===== config.mk =====
export PLATFORM = sky130hd
export DESIGN_NAME = buffer4x16_loader
export DESIGN_NICKNAME = d
export VERILOG_FILES = /design/src/rtl/buffer4x16_loader.sv
export SDC_FILE = /design/constraint.sdc
export NUM_CORES = 1
export LEC_CHECK = 0
export CAP_MARGIN = 20
export CORE_ASPECT_RATIO = 1.2
export CORE_MARGIN = 2
export CORE_UTILIZATION = 36
export CTS_CLUSTER_SIZE = 30
export DETAILED_ROUTE_END_ITERATION = 16
export PLACE_DENSITY = 0.77
export RECOVER_POWER = 25
export SLEW_MARGIN = 25
export SYNTH_ARGS = -nofsm -noshare
export SYNTH_HDL_FRONTEND = slang
export SYNTH_SLANG_ARGS = --single-unit

===== constraint.sdc =====
create_clock -name clk -period 1.71 [get_ports clk]
set_input_delay 0.4275 -clock clk [delete_from_list [all_inputs] [get_ports clk]]
set_output_delay 0.4275 -clock clk [all_outputs]
set_load 0.005 [all_outputs]

===== src/rtl/buffer4x16_loader.sv =====
// Write-side controller for the 4x16 sliding line buffer: streams image rows from memory into
// the buffer and sweeps readIdx over every 4x4 window once four rows are resident.
module buffer4x16_loader #(
  parameter int unsigned IMG_ROWS  = 16,
  parameter int unsigned ADDR_W    = 8,
  parameter int unsigned BASE_ADDR = 0
) (
  input  logic              clk,
  input  logic              rst_n,
  input  logic              start,
  output logic              mem_rd,
  output logic [ADDR_W-1:0] mem_addr,
  input  logic [31:0]       mem_rdata,
  output logic [31:0]       buf_data,
  output logic [15:0]       buf_en,
  output logic              buf_shift,
  output logic [3:0]        read_idx,
  output logic              win_valid,
  output logic [3:0]        win_row,
  output logic [3:0]        win_col,
  output logic              win_last,
  output logic              busy,
  output logic              done
);

  localparam int unsigned RowW = $clog2(IMG_ROWS);

  typedef enum logic [2:0] {StIdle, StLoad, StShift, StScan, StFin} state_e;

  state_e          state_q;
  logic [2:0]      cnt_q;
  logic [RowW-1:0] row_q;

  assign buf_data = mem_rdata;

  always_ff @(posedge clk) begin
    if (!rst_n) begin
      state_q   <= StIdle;
      cnt_q     <= '0;
      row_q     <= '0;
      mem_rd    <= 1'b0;
      mem_addr  <= '0;
      buf_en    <= '0;
      buf_shift <= 1'b0;
      read_idx  <= '0;
      win_valid <= 1'b0;
      win_row   <= '0;
      win_col   <= '0;
      win_last  <= 1'b0;
      busy      <= 1'b0;
      done      <= 1'b0;
    end else begin
      mem_rd    <= 1'b0;
      buf_en    <= '0;
      buf_shift <= 1'b0;
      win_valid <= 1'b0;
      win_last  <= 1'b0;
      done      <= 1'b0;
      unique case (state_q)
        StIdle: begin
          if (start) begin
            state_q  <= StLoad;
            row_q    <= '0;
            cnt_q    <= '0;
            mem_rd   <= 1'b1;
            mem_addr <= ADDR_W'(BASE_ADDR);
            busy     <= 1'b1;
          end
        end
        StLoad: begin
          // Write enable trails its read strobe by one cycle to meet the read data.
          if (cnt_q == 3'd4) begin
            cnt_q <= '0;
            if (row_q < RowW'(3)) begin
              state_q   <= StShift;
              buf_shift <= 1'b1;
            end else begin
              state_q <= StScan;
            end
          end else begin
            cnt_q  <= cnt_q + 3'd1;
            buf_en <= 16'h8000 >> {cnt_q[1:0], 2'b00};
            if (cnt_q != 3'd3) begin
              mem_rd   <= 1'b1;
              mem_addr <= mem_addr + ADDR_W'(1);
            end
          end
        end
        StShift: begin
          // Address still points at word 3 of the previous row.
          state_q  <= StLoad;
          row_q    <= row_q + RowW'(1);
          mem_rd   <= 1'b1;
          mem_addr <= mem_addr + ADDR_W'(1);
        end
        StScan: begin
          win_valid <= 1'b1;
          win_col   <= read_idx;
          win_row   <= 4'(row_q - RowW'(3));
          if (read_idx == 4'd12) begin
            read_idx <= '0;
            if (row_q == RowW'(IMG_ROWS - 1)) begin
              state_q  <= StFin;
              win_last <= 1'b1;
              done     <= 1'b1;
            end else begin
              state_q   <= StShift;
              buf_shift <= 1'b1;
            end
          end else begin
            read_idx <= read_idx + 4'd1;
          end
        end
        StFin: begin
          state_q <= StIdle;
          busy    <= 1'b0;
        end
        default: state_q <= StIdle;
      endcase
    end
  end

endmodule

==> metrics, run 1 <==
run status finished with violations; failing checks negative setup slack; setup repair after global routing missed its margin true; largest net degree at the start of global routing 20; CTS root buffer clkbuf_8; XOR/XNOR share of the synthesized area 1.25%; Final Critical Period 1.81 ns; IO Count 109; register bit count reported by yosys 39; switching share of total power 22.9%; area inside the core boundary 5630 sq um; total iterations of the first detailed-routing run 4; Arrival @ worst endpoint 2.04 ns; placed cell count 332; distinct cell type count of the synthesized netlist 46; clock sink count 39; area of all placed cells without fillers 2560 sq um; sequential power share 48.4%; aggregate routed wire length 4.28 mm; combinational family with the most area after synthesis simple AND/OR/NAND/NOR gates; Mapped Cells 253; launch point of the critical path cnt_q[0]$_SDFFE_PN0P_; Final setup viols 3; total of max-cap violations 0; cell with the most instances after synthesis buf_4; vias in the first global route 1564; vias 1722; count of routing violations after the opening detailed-route iteration 78; setup tns final -0.167 ns; leakage power 0.971 nW; count of placed standard cells in the final layout, fillers left out 341; Die Outline Area 6450 sq um; initial antenna violation count 0; number of rows in the core area 30; placed wire-length estimate after detailed placement 3.10 mm; area added between synthesis and finish 22.2%; area fraction in compound gates after synthesis 15.9%; top cells by count, synth 46 x buf_4, 39 x dfxtp_1, 32 x nand2_1, 23 x a21oi_1, 19 x nor2_1; fin crit share 106%; die width 73.6 microns; startpoint of the tightest hold check path win_row[1]$_SDFFE_PN0P_; global-route wire length before repair 6.80 mm; adder and majority cell fraction of the synthesized area 4.18%; top cell type by total area after synthesis dfxtp_1; fraction of power consumed by the clock network 41.7%; Post-DRT Antenna Nets 0; least setup slack across all paths after layout -0.101 ns; TritonCTS clock tree built; Critical Path Source Type flop; worst IR drop on VDD 334 uV; global-route usage over all layers 13.5%; Seq/Total Area, Yosys 37.3%; global route total overflow 0; net switching power figure 0.442 mW; clk_lat worst skew 0.30 ns; routability congestion estimate 0.794; worst-path maximum fanout 5; htree depth 2; count of buffers from port buffering 32; Hold-fix buffers, CTS 0; Layout Nets 318; design internal power 1.49 mW; main flop type after synthesis dfxtp_1; Comb pwr share 9.9%; multiplexer share of the synthesized area 0.538%; source of the worst register-to-register timing path cnt_q[0]$_SDFFE_PN0P_; cell area reported after detailed placement 2370 sq um; deepest clock path buffer count 2; data required time at the worst endpoint 1.94 ns; Final Hold Viols 0; post-detailed-route wirelength per cell 12.6 microns; fraction of synthesized cell area taken by the top area cell type 37.3%; number of buffers created by CTS 5; warnings from Yosys 0; maximum frequency from static timing analysis 552 MHz; capturing element type of the critical path flop; power per standard cell area 753 nW/um^2; post-synthesis area per instance 8.28 sq um; initial cell density of the core 37.2%; share of flip-flops with an asynchronous set or reset 0%; max-slew violations 0; Fin Clk Skew 0.0102 ns; count of flip-flops with a built-in enable after synthesis 0; type of the worst setup path flop to flop; worst hold path class flop to flop; Post-route DRC 0; final-layout worst hold slack 0.457 ns; proportion of layout cells with a drive suffix above 1 22.0%; simple-gate share of the synthesized area 20.7%; clock transition at the register clock pins on the worst setup and hold paths after CTS 0.08 ns; vertical die dimension 87.6 microns; cell types with the largest area share after synthesis dfxtp_1 37%, buf_4 16%, nand2_1 5.7%, a21oi_1 5.5%, ha_1 4.2%; diode count 0; final standard cell utilization of the core 45.5%; Post-Synthesis Cell Area 2090 sq um; vias per cell 5.05
critical path, cell delays in order (launching register included):
cell and delay, ns:
dfxtp_4 0.36, ha_4 0.17, ha_4 0.17, a211oi_4 0.28
a22oi_2 0.13, or4b_4 0.50, a21oi_2 0.14
placed cells by master, fill, tap and decap left out, types with 2 or more instances in the layout:
master and count:
xnor2_1 3, clkdlybuf4s50_1 32, nand3_1 6, o21ai_0 3, a21oi_1 19, nand2_1 32
inv_1 8, a32oi_1 3, clkbuf_8 6, nand2b_1 2, and4_1 2, and3_1 4
ha_1 4, or3_1 2, buf_4 27, a21oi_2 4, a22oi_1 2, a211oi_1 4
dfxtp_1 30, nor2b_1 2, o21ai_1 3, nand3b_1 2, dfxtp_2 8, and2_1 2
a31oi_1 3, ha_4 2, nor2_1 19, conb_1 12, nor3_1 7
layout make-up:
| cell class | count | area [sq um] |
|---|---|---|
| clock buffers | 6 | 82.6 |
| clock inverters | 2 | 35.0 |
| fillers | 532 | 3070 |
| inverters | 8 | 30.0 |
| multi-input cells | 162 | 995 |
| flip-flops and latches | 39 | 795 |
| well taps | 64 | 80.1 |
| repair buffers | 60 | 543 |
logic make-up (layout without fill, tap and decap cells):
group	count (synthesis)	count (layout)
DFF	39	39
adders and majority gates	7	7
AOI/OAI and AO/OA	50	50
xor gates and xnor gates	3	3
other	1	12
and+or+nand+nor	89	89
muxes	1	1
buffers and inverters	63	76
power groups by stage:
stage | registers (mW) | logic, mW | clock network (mW)
floorplan | 0.952 | 0.174 | 0
global placement | 0.952 | 0.177 | 0
detailed placement | 0.952 | 0.180 | 0
CTS | 0.932 | 0.181 | 0.820
global route | 0.935 | 0.212 | 0.858
finish | 0.933 | 0.190 | 0.805
routing by layer:
| metal | global-route usage (%) | vias to the layer above | part of all wire (%) |
|---|---|---|---|
| li1 | - | 851 | - |
| met3 | 3.34 | 17 | 5.1 |
| met4 | 8.43 | 0 | 2.9 |
| met1 | 15.1 | 804 | 41 |
| met5 | 0 | - | 0 |
| met2 | 22.6 | 50 | 50 |
path summary, 6_finish.rpt:
| kind | to | slack, ns | cells after the start |
|---|---|---|---|
| worst max-delay path | mem_addr[1]$_SDFFE_PN0P_ | -0.10 | 6 |
| worst min register to register | win_row[1]$_SDFFE_PN0P_ | 0.46 | 2 |
| worst max register to register | mem_addr[1]$_SDFFE_PN0P_ | -0.10 | 6 |
| worst min-delay path | win_row[1]$_SDFFE_PN0P_ | 0.46 | 2 |
flip-flops by register name, summed over array words and instances (netlist names):
register,cells
cnt_q,3
win_row,4
row_q,4
win_col,4
win_valid,1
mem_rd,1
mem_addr,8
busy,1
buf_shift,1
read_idx,4
done,1
buf_en,4
state_q,3
stage by stage:
stage / total power [mW] / setup WS, ns
2_1_floorplan: 1.13 / 0.00179
3_3_place_gp: 1.13 / -0.149
3_5_place_dp: 1.13 / -0.174
4_1_cts: 1.93 / -0.0226
5_1_grt: 2.01 / -0.159
6_report: 1.93 / -0.101
repair_timing:
action | CTS | global route
pin swaps | 1 | 9
setup endpoints to repair | 8 | 10
resized for setup | 6 | 14
buffers inserted | 0 | 2
cloned | 0 | 0
(Power assumes the default switching activity.)
==> inputs of run 2 (changes only) <==
--- a/config.mk
+++ b/config.mk
@@ -8,10 +8,10 @@
 export CAP_MARGIN = 20
 export CORE_ASPECT_RATIO = 1.2
 export CORE_MARGIN = 2
-export CORE_UTILIZATION = 36
+export CORE_UTILIZATION = 43
 export CTS_CLUSTER_SIZE = 30
 export DETAILED_ROUTE_END_ITERATION = 16
-export PLACE_DENSITY = 0.77
+export PLACE_DENSITY = 0.86
 export RECOVER_POWER = 25
 export SLEW_MARGIN = 25
 export SYNTH_ARGS = -nofsm -noshare
==> constraint.sdc (replaced) <==
create_clock -name clk -period 2.13 [get_ports clk]
set_input_delay 0.5325 -clock clk [delete_from_list [all_inputs] [get_ports clk]]
set_output_delay 0.5325 -clock clk [all_outputs]
set_load 0.005 [all_outputs]
==> run 2 against run 1 <==
  * The run now ends clean
  * Non-clock buffer count down 22
  * Clock power fell by 40%
  * Register-to-register slack improved by 0.28 ns
  * Critical endpoint unchanged
  * Largest cell class unchanged
  * Largest power group unchanged
==> metrics, run 2 (same netlist as run 1, synthesis figures left out) <==
Post-route DRC 0 (unchanged); setup slack, reg-to-reg 0.18 ns (was -0.10 ns); total iterations of the first detailed-routing run 4 (unchanged); critical path's top delay family compound AO/OA/AOI/OAI gates (unchanged); data required time at the worst endpoint 2.35 ns (was 1.94 ns); htree depth 2 (unchanged); worst hold path class flop to flop (unchanged); sequential power share 56.0% (was 48.4%); Final Hold Viols 0 (unchanged); global-route wire length before repair 6.27 mm (was 6.80 mm); Fin Clk Skew 0.00933 ns (was 0.0102 ns); design internal power 1.01 mW (was 1.49 mW); largest net degree at the start of global routing 23 (was 20); count of cells along the worst register-to-register path 6 (unchanged); maximum frequency from static timing analysis 512 MHz (was 552 MHz); area of all placed cells without fillers 2270 sq um (was 2560 sq um); deepest clock path buffer count 2 (unchanged); Layout Nets 296 (was 318); worst rel slew slack 55.7%; critical path depth 6 (unchanged); Top reg by flops mem_addr (unchanged); IO Count 109 (unchanged); Hold-fix buffers, CTS 0 (unchanged); vias 1653 (was 1722); commonest non-fill, non-tap cells in the layout 39 x dfxtp_1, 32 x nand2_1, 32 x clkdlybuf4s50_1, 23 x a21oi_1, 19 x nor2_1 (was 32 x nand2_1, 32 x clkdlybuf4s50_1, 30 x dfxtp_1, 27 x buf_4); worst-path maximum fanout 9 (was 5); worst flop-to-flop path endpoint mem_addr[1]$_SDFFE_PN0P_ (unchanged); slowest stage cell on the critical path or4b_1 (was or4b_4); post-detailed-route wirelength per cell 12.2 microns (was 12.6 microns); Final setup viols 0 (was 3); post-CTS setup buffers 0 (unchanged); Arrival @ worst endpoint 2.17 ns (was 2.04 ns); initial cell density of the core 45.3% (was 37.2%); switching share of total power 24.8% (was 22.9%); vertical die dimension 80.5 microns (was 87.6 microns); Largest register FFs 8 (unchanged); capturing element type of the critical path flop (unchanged); global route total overflow 0 (unchanged); cell chain of the critical path inv_1, ha_1, a211oi_4, a22oi_2, or4b_1, a21oi_1 (was ha_4, ha_4, a211oi_4, a22oi_2, or4b_4, a21oi_2); number of cells upsized or downsized after cts 0 (was 6); routability congestion estimate 0.776 (was 0.794); worst slack at placement 0.0175 ns (was -0.174 ns); worst IR drop on VDD 237 uV (was 334 uV); vias per cell 5.28 (was 5.05); Die Outline Area 5450 sq um (was 6450 sq um); CTS root buffer clkbuf_8 (unchanged); area added between synthesis and finish 8.36% (was 22.2%); area inside the core boundary 4630 sq um (was 5630 sq um); Critical Path Source Type flop (unchanged); power per standard cell area 592 nW/um^2 (was 753 nW/um^2); setup repair after global routing missed its margin false (was true); aggregate routed wire length 3.83 mm (was 4.28 mm); leakage power 0.832 nW (was 0.971 nW); Final Critical Period 1.95 ns (was 1.81 ns); source of the worst register-to-register timing path cnt_q[0]$_SDFFE_PN0P_ (unchanged); Critical Path Sink mem_addr[1]$_SDFFE_PN0P_ (unchanged); setup tns final 0 ns (was -0.167 ns); die width 67.7 microns (was 73.6 microns); final-layout worst hold slack 0.457 ns (about the same); count of routing violations after the opening detailed-route iteration 79 (was 78); most common cell after layout, fill and taps aside dfxtp_1; clock sink count 39 (unchanged); number of rows in the core area 27 (was 30); delay of the slowest cell on the worst path 0.49 ns (was 0.50 ns); diode count 0 (unchanged); Post-DRT Antenna Nets 0 (unchanged); placed wire-length estimate after detailed placement 2.79 mm (was 3.10 mm); global-route usage over all layers 15.1% (was 13.5%); run status completed (was finished with violations); startpoint of the tightest hold check path win_col[0]$_SDFFE_PN0P_ (was win_row[1]$_SDFFE_PN0P_); fin crit share 91.6% (was 106%); cell area reported after detailed placement 2180 sq um (was 2370 sq um); initial antenna violation count 0 (unchanged); buffering stage count on the worst path with inverters included 1 (was 0); type of the worst setup path flop to flop (unchanged); least setup slack across all paths after layout 0.178 ns (was -0.101 ns); total of max-cap violations 0 (unchanged); clock transition at the register clock pins on the worst setup and hold paths after CTS 0.08 ns (about the same); fraction of power consumed by the clock network 36.2% (was 41.7%); number of buffers created by CTS 5 (unchanged); count of buffers from port buffering 32 (unchanged); net switching power figure 0.333 mW (was 0.442 mW); vias in the first global route 1433 (was 1564); TritonCTS clock tree built (unchanged); actual transition at the worst max-transition pin 0.664 ns; clk_lat worst skew 0.30 ns (about the same); Comb pwr share 7.8% (was 9.9%); proportion of layout cells with a drive suffix above 1 7.06% (was 22.0%); max-slew violations 0 (unchanged); launch point of the critical path cnt_q[0]$_SDFFE_PN0P_ (unchanged)
run 2: cell count changes in the layout (fill, tap and decap cells not counted), sizes merged:
| cell | delta |
|---|---|
| buf | -22 |
| bufinv | -1 |
| clkinvlp | +1 |
run 2: stage by stage:
step | power (mW) | utilization [%] | std cells
3_5_place_dp | 0.873 | 47.2 | 305
3_3_place_gp | 0.871 | 47.2 | 305
2_1_floorplan | 0.903 | - | 264
4_1_cts | 1.36 | 49.0 | 313
6_report | 1.34 | 49.0 | 313
5_1_grt | 1.40 | 49.0 | 313
run 2: worst register-to-register path, delay by kind of cell, from the launching register on:
kind            cells  cell delay (ns)
fa+ha+maj           1             0.27
flops               1             0.40
compound gates      3             0.61
buf+inv             1             0.11
simple gates        1             0.49
run 2: cell type report:
type / count / area, sq um
clock buffer: 6 / 72.6
clock inverter: 2 / 12.5
fill: 465 / 2360
inverter: 8 / 30.0
multi-input combinational: 162 / 936
sequential: 39 / 781
tap: 58 / 72.6
timing repair buffer: 38 / 365
run 2: power groups by stage:
stage          combinational, mW  clock, mW  sequential, mW
6_report                   0.105      0.486           0.752
4_1_cts                    0.105      0.502           0.752
5_1_grt                    0.118      0.523           0.754
3_3_place_gp               0.102          0           0.768
3_5_place_dp               0.104          0           0.769
2_1_floorplan              0.139          0           0.764
run 2: worst min path at each step:
stage	slack [ns]	end	cells after the start
finish	0.46	win_col[0]$_SDFFE_PN0P_	2
CTS	0.46	win_col[0]$_SDFFE_PN0P_	2
floorplan	0.45	win_row[2]$_SDFFE_PN0P_	2
global route	0.48	win_col[3]$_SDFFE_PN0P_	2
global placement	0.44	win_col[1]$_SDFFE_PN0P_	2
detailed placement	0.45	win_col[0]$_SDFFE_PN0P_	2
run 2: layer usage:
metal	up-vias	wire, microns	GRT usage [%]
met1	739	1550	17.7
met4	0	210	12.2
met3	33	290	3.64
li1	811	-	-
met5	-	0	0
met2	70	1780	22.7
==> inputs of run 3 (changes only) <==
==> constraint.sdc (replaced) <==
create_clock -name clk -period 2.49 [get_ports clk]
set_input_delay 0.6225 -clock clk [delete_from_list [all_inputs] [get_ports clk]]
set_output_delay 0.6225 -clock clk [all_outputs]
set_load 0.005 [all_outputs]
==> run 3 against run 2 <==
  * Critical path type is now flop to output port
  * Register-to-register slack better by 0.39 ns
  * Hold slack worse by 0.0063 ns
  * Largest power group unchanged
  * Worst setup slack better by 0.36 ns
  * Clock power up 3%
==> metrics, run 3 (same netlist as run 1, synthesis figures left out) <==
total of max-cap violations 0 (unchanged); Arrival @ worst endpoint 1.33 ns (was 2.17 ns); count of buffers from port buffering 32 (unchanged); initial antenna violation count 0 (unchanged); slowest stage cell on the critical path clkdlybuf4s50_1 (was or4b_1); setup repair after global routing missed its margin false (unchanged); die width 67.7 microns (unchanged); data required time at the worst endpoint 1.87 ns (was 2.35 ns); number of cells upsized or downsized after cts 0 (unchanged); worst IR drop on VDD 172 uV (was 237 uV); type of the worst setup path flop to output port (was flop to flop); maximum frequency from static timing analysis 512 MHz; total iterations of the first detailed-routing run 4 (unchanged); TritonCTS clock tree built (unchanged); clock sink count 39 (unchanged); aggregate routed wire length 3.86 mm (was 3.83 mm); diode count 0 (unchanged); deepest clock path buffer count 2 (unchanged); clock transition at the register clock pins on the worst setup and hold paths after CTS 0.07 ns (was 0.08 ns); max-slew violations 0 (unchanged); IO Count 109 (unchanged); Die Outline Area 5450 sq um (unchanged); initial cell density of the core 45.3% (unchanged); commonest non-fill, non-tap cells in the layout 39 x dfxtp_1, 32 x nand2_1, 32 x clkdlybuf4s50_1, 23 x a21oi_1, 19 x nor2_1 (unchanged); total power consumption of the routed design 1.24 mW (was 1.34 mW); Post-route DRC 0 (unchanged); global-route wire length before repair 6.33 mm (was 6.27 mm); number of rows in the core area 27 (unchanged); Final setup viols 0 (unchanged); Critical Path Source Type flop (unchanged); vias 1623 (was 1653); area of all placed cells without fillers 2280 sq um (was 2270 sq um); global route total overflow 0 (unchanged); post-CTS setup buffers 0 (unchanged); post-detailed-route wirelength per cell 12.4 microns (was 12.2 microns); Layout Nets 295 (was 296); power per standard cell area 544 nW/um^2 (was 592 nW/um^2); Final Critical Period 1.95 ns; Largest register FFs 8 (unchanged); critical path's top delay family buffers and inverters (was compound AO/OA/AOI/OAI gates); most common cell after layout, fill and taps aside dfxtp_1 (unchanged); leakage power 0.836 nW (was 0.832 nW); routability congestion estimate 0.784 (was 0.776); clk_lat worst skew 0.30 ns (about the same); placed wire-length estimate after detailed placement 2.87 mm (was 2.79 mm); vias per cell 5.22 (was 5.28); worst rel slew slack 54.4% (was 55.7%); count of routing violations after the opening detailed-route iteration 86 (was 79); final standard cell utilization of the core 49.3% (was 49.0%); global-route usage over all layers 15.2% (was 15.1%); area added between synthesis and finish 8.84% (was 8.36%); run status completed (unchanged); Post-DRT Antenna Nets 0 (unchanged); setup tns final 0 ns (unchanged); htree depth 2 (unchanged); buffering stage count on the worst path with inverters included 1 (unchanged); proportion of layout cells with a drive suffix above 1 6.32% (was 7.06%); worst hold path class flop to flop (unchanged); delay of the slowest cell on the worst path 0.56 ns (was 0.49 ns); Top reg by flops mem_addr (unchanged); vias in the first global route 1448 (was 1433); vertical die dimension 80.5 microns (unchanged); number of buffers created by CTS 5 (unchanged); Fin Clk Skew 0.00912 ns (was 0.00933 ns); CTS root buffer clkbuf_8 (unchanged); worst-path maximum fanout 8 (was 9); capturing element type of the critical path output port (was flop); layout filler cell count 439 (was 465); largest net degree at the start of global routing 20 (was 23); actual transition at the worst max-transition pin 0.683 ns (was 0.664 ns); cell chain of the critical path clkdlybuf4s50_1 (was inv_1, ha_1, a211oi_4, a22oi_2, or4b_1, a21oi_1); area inside the core boundary 4630 sq um (unchanged); Final Hold Viols 0 (unchanged); cell area reported after detailed placement 2180 sq um (about the same); Hold-fix buffers, CTS 0 (unchanged); fin crit share 78.4%
[run 3: area by class of cell]
| class | count | area [sq um] | share of cell area (%) |
|---|---|---|---|
| Multi-Input combinational cell | 162 | 936 | 41.1 |
| Sequential cell | 39 | 781 | 34.2 |
| Tap cell | 58 | 72.6 | 3.18 |
| Clock inverter | 1 | 30.0 | 1.32 |
| Timing Repair Buffer | 37 | 358 | 15.7 |
| Clock buffer | 6 | 72.6 | 3.18 |
| Inverter | 8 | 30.0 | 1.32 |
[run 3: per-stage QoR]
step / hold slack, ns / setup slack [ns] / cells
6_report: 0.451 / 0.537 / 311
3_5_place_dp: 0.442 / 0.304 / 304
3_3_place_gp: 0.445 / 0.364 / 304
4_1_cts: 0.452 / 0.538 / 311
5_1_grt: 0.475 / 0.435 / 311
2_1_floorplan: 0.448 / 0.721 / 264
[run 3: per-layer routing]
layer	global-route usage, %	vias to the layer above	share of wire, %
met5	0	-	0
met4	12.4	0	4.6
met3	2.52	28	6.1
met2	23.9	53	48
met1	17.8	728	42
li1	-	814	-
[run 3: power by group]
| part | switching (mW) | total [mW] | internal (mW) |
|---|---|---|---|
| Sequential | 0.00727 | 0.640 | 0.633 |
| Clock | 0.210 | 0.503 | 0.293 |
| Combinational | 0.0579 | 0.0973 | 0.0394 |
| Total | 0.275 | 1.24 | 0.965 |
[run 3: path summary, 6_finish.rpt]
path	start	end	slack, ns	cells after the start
worst max-delay path	mem_addr[0]$_SDFFE_PN0P_	mem_addr[0]	0.54	1
worst min-delay path	win_row[2]$_SDFFE_PN0P_	win_row[2]$_SDFFE_PN0P_	0.45	2
worst max register to register	cnt_q[0]$_SDFFE_PN0P_	mem_addr[1]$_SDFFE_PN0P_	0.57	6
worst min register to register	win_row[2]$_SDFFE_PN0P_	win_row[2]$_SDFFE_PN0P_	0.45	2
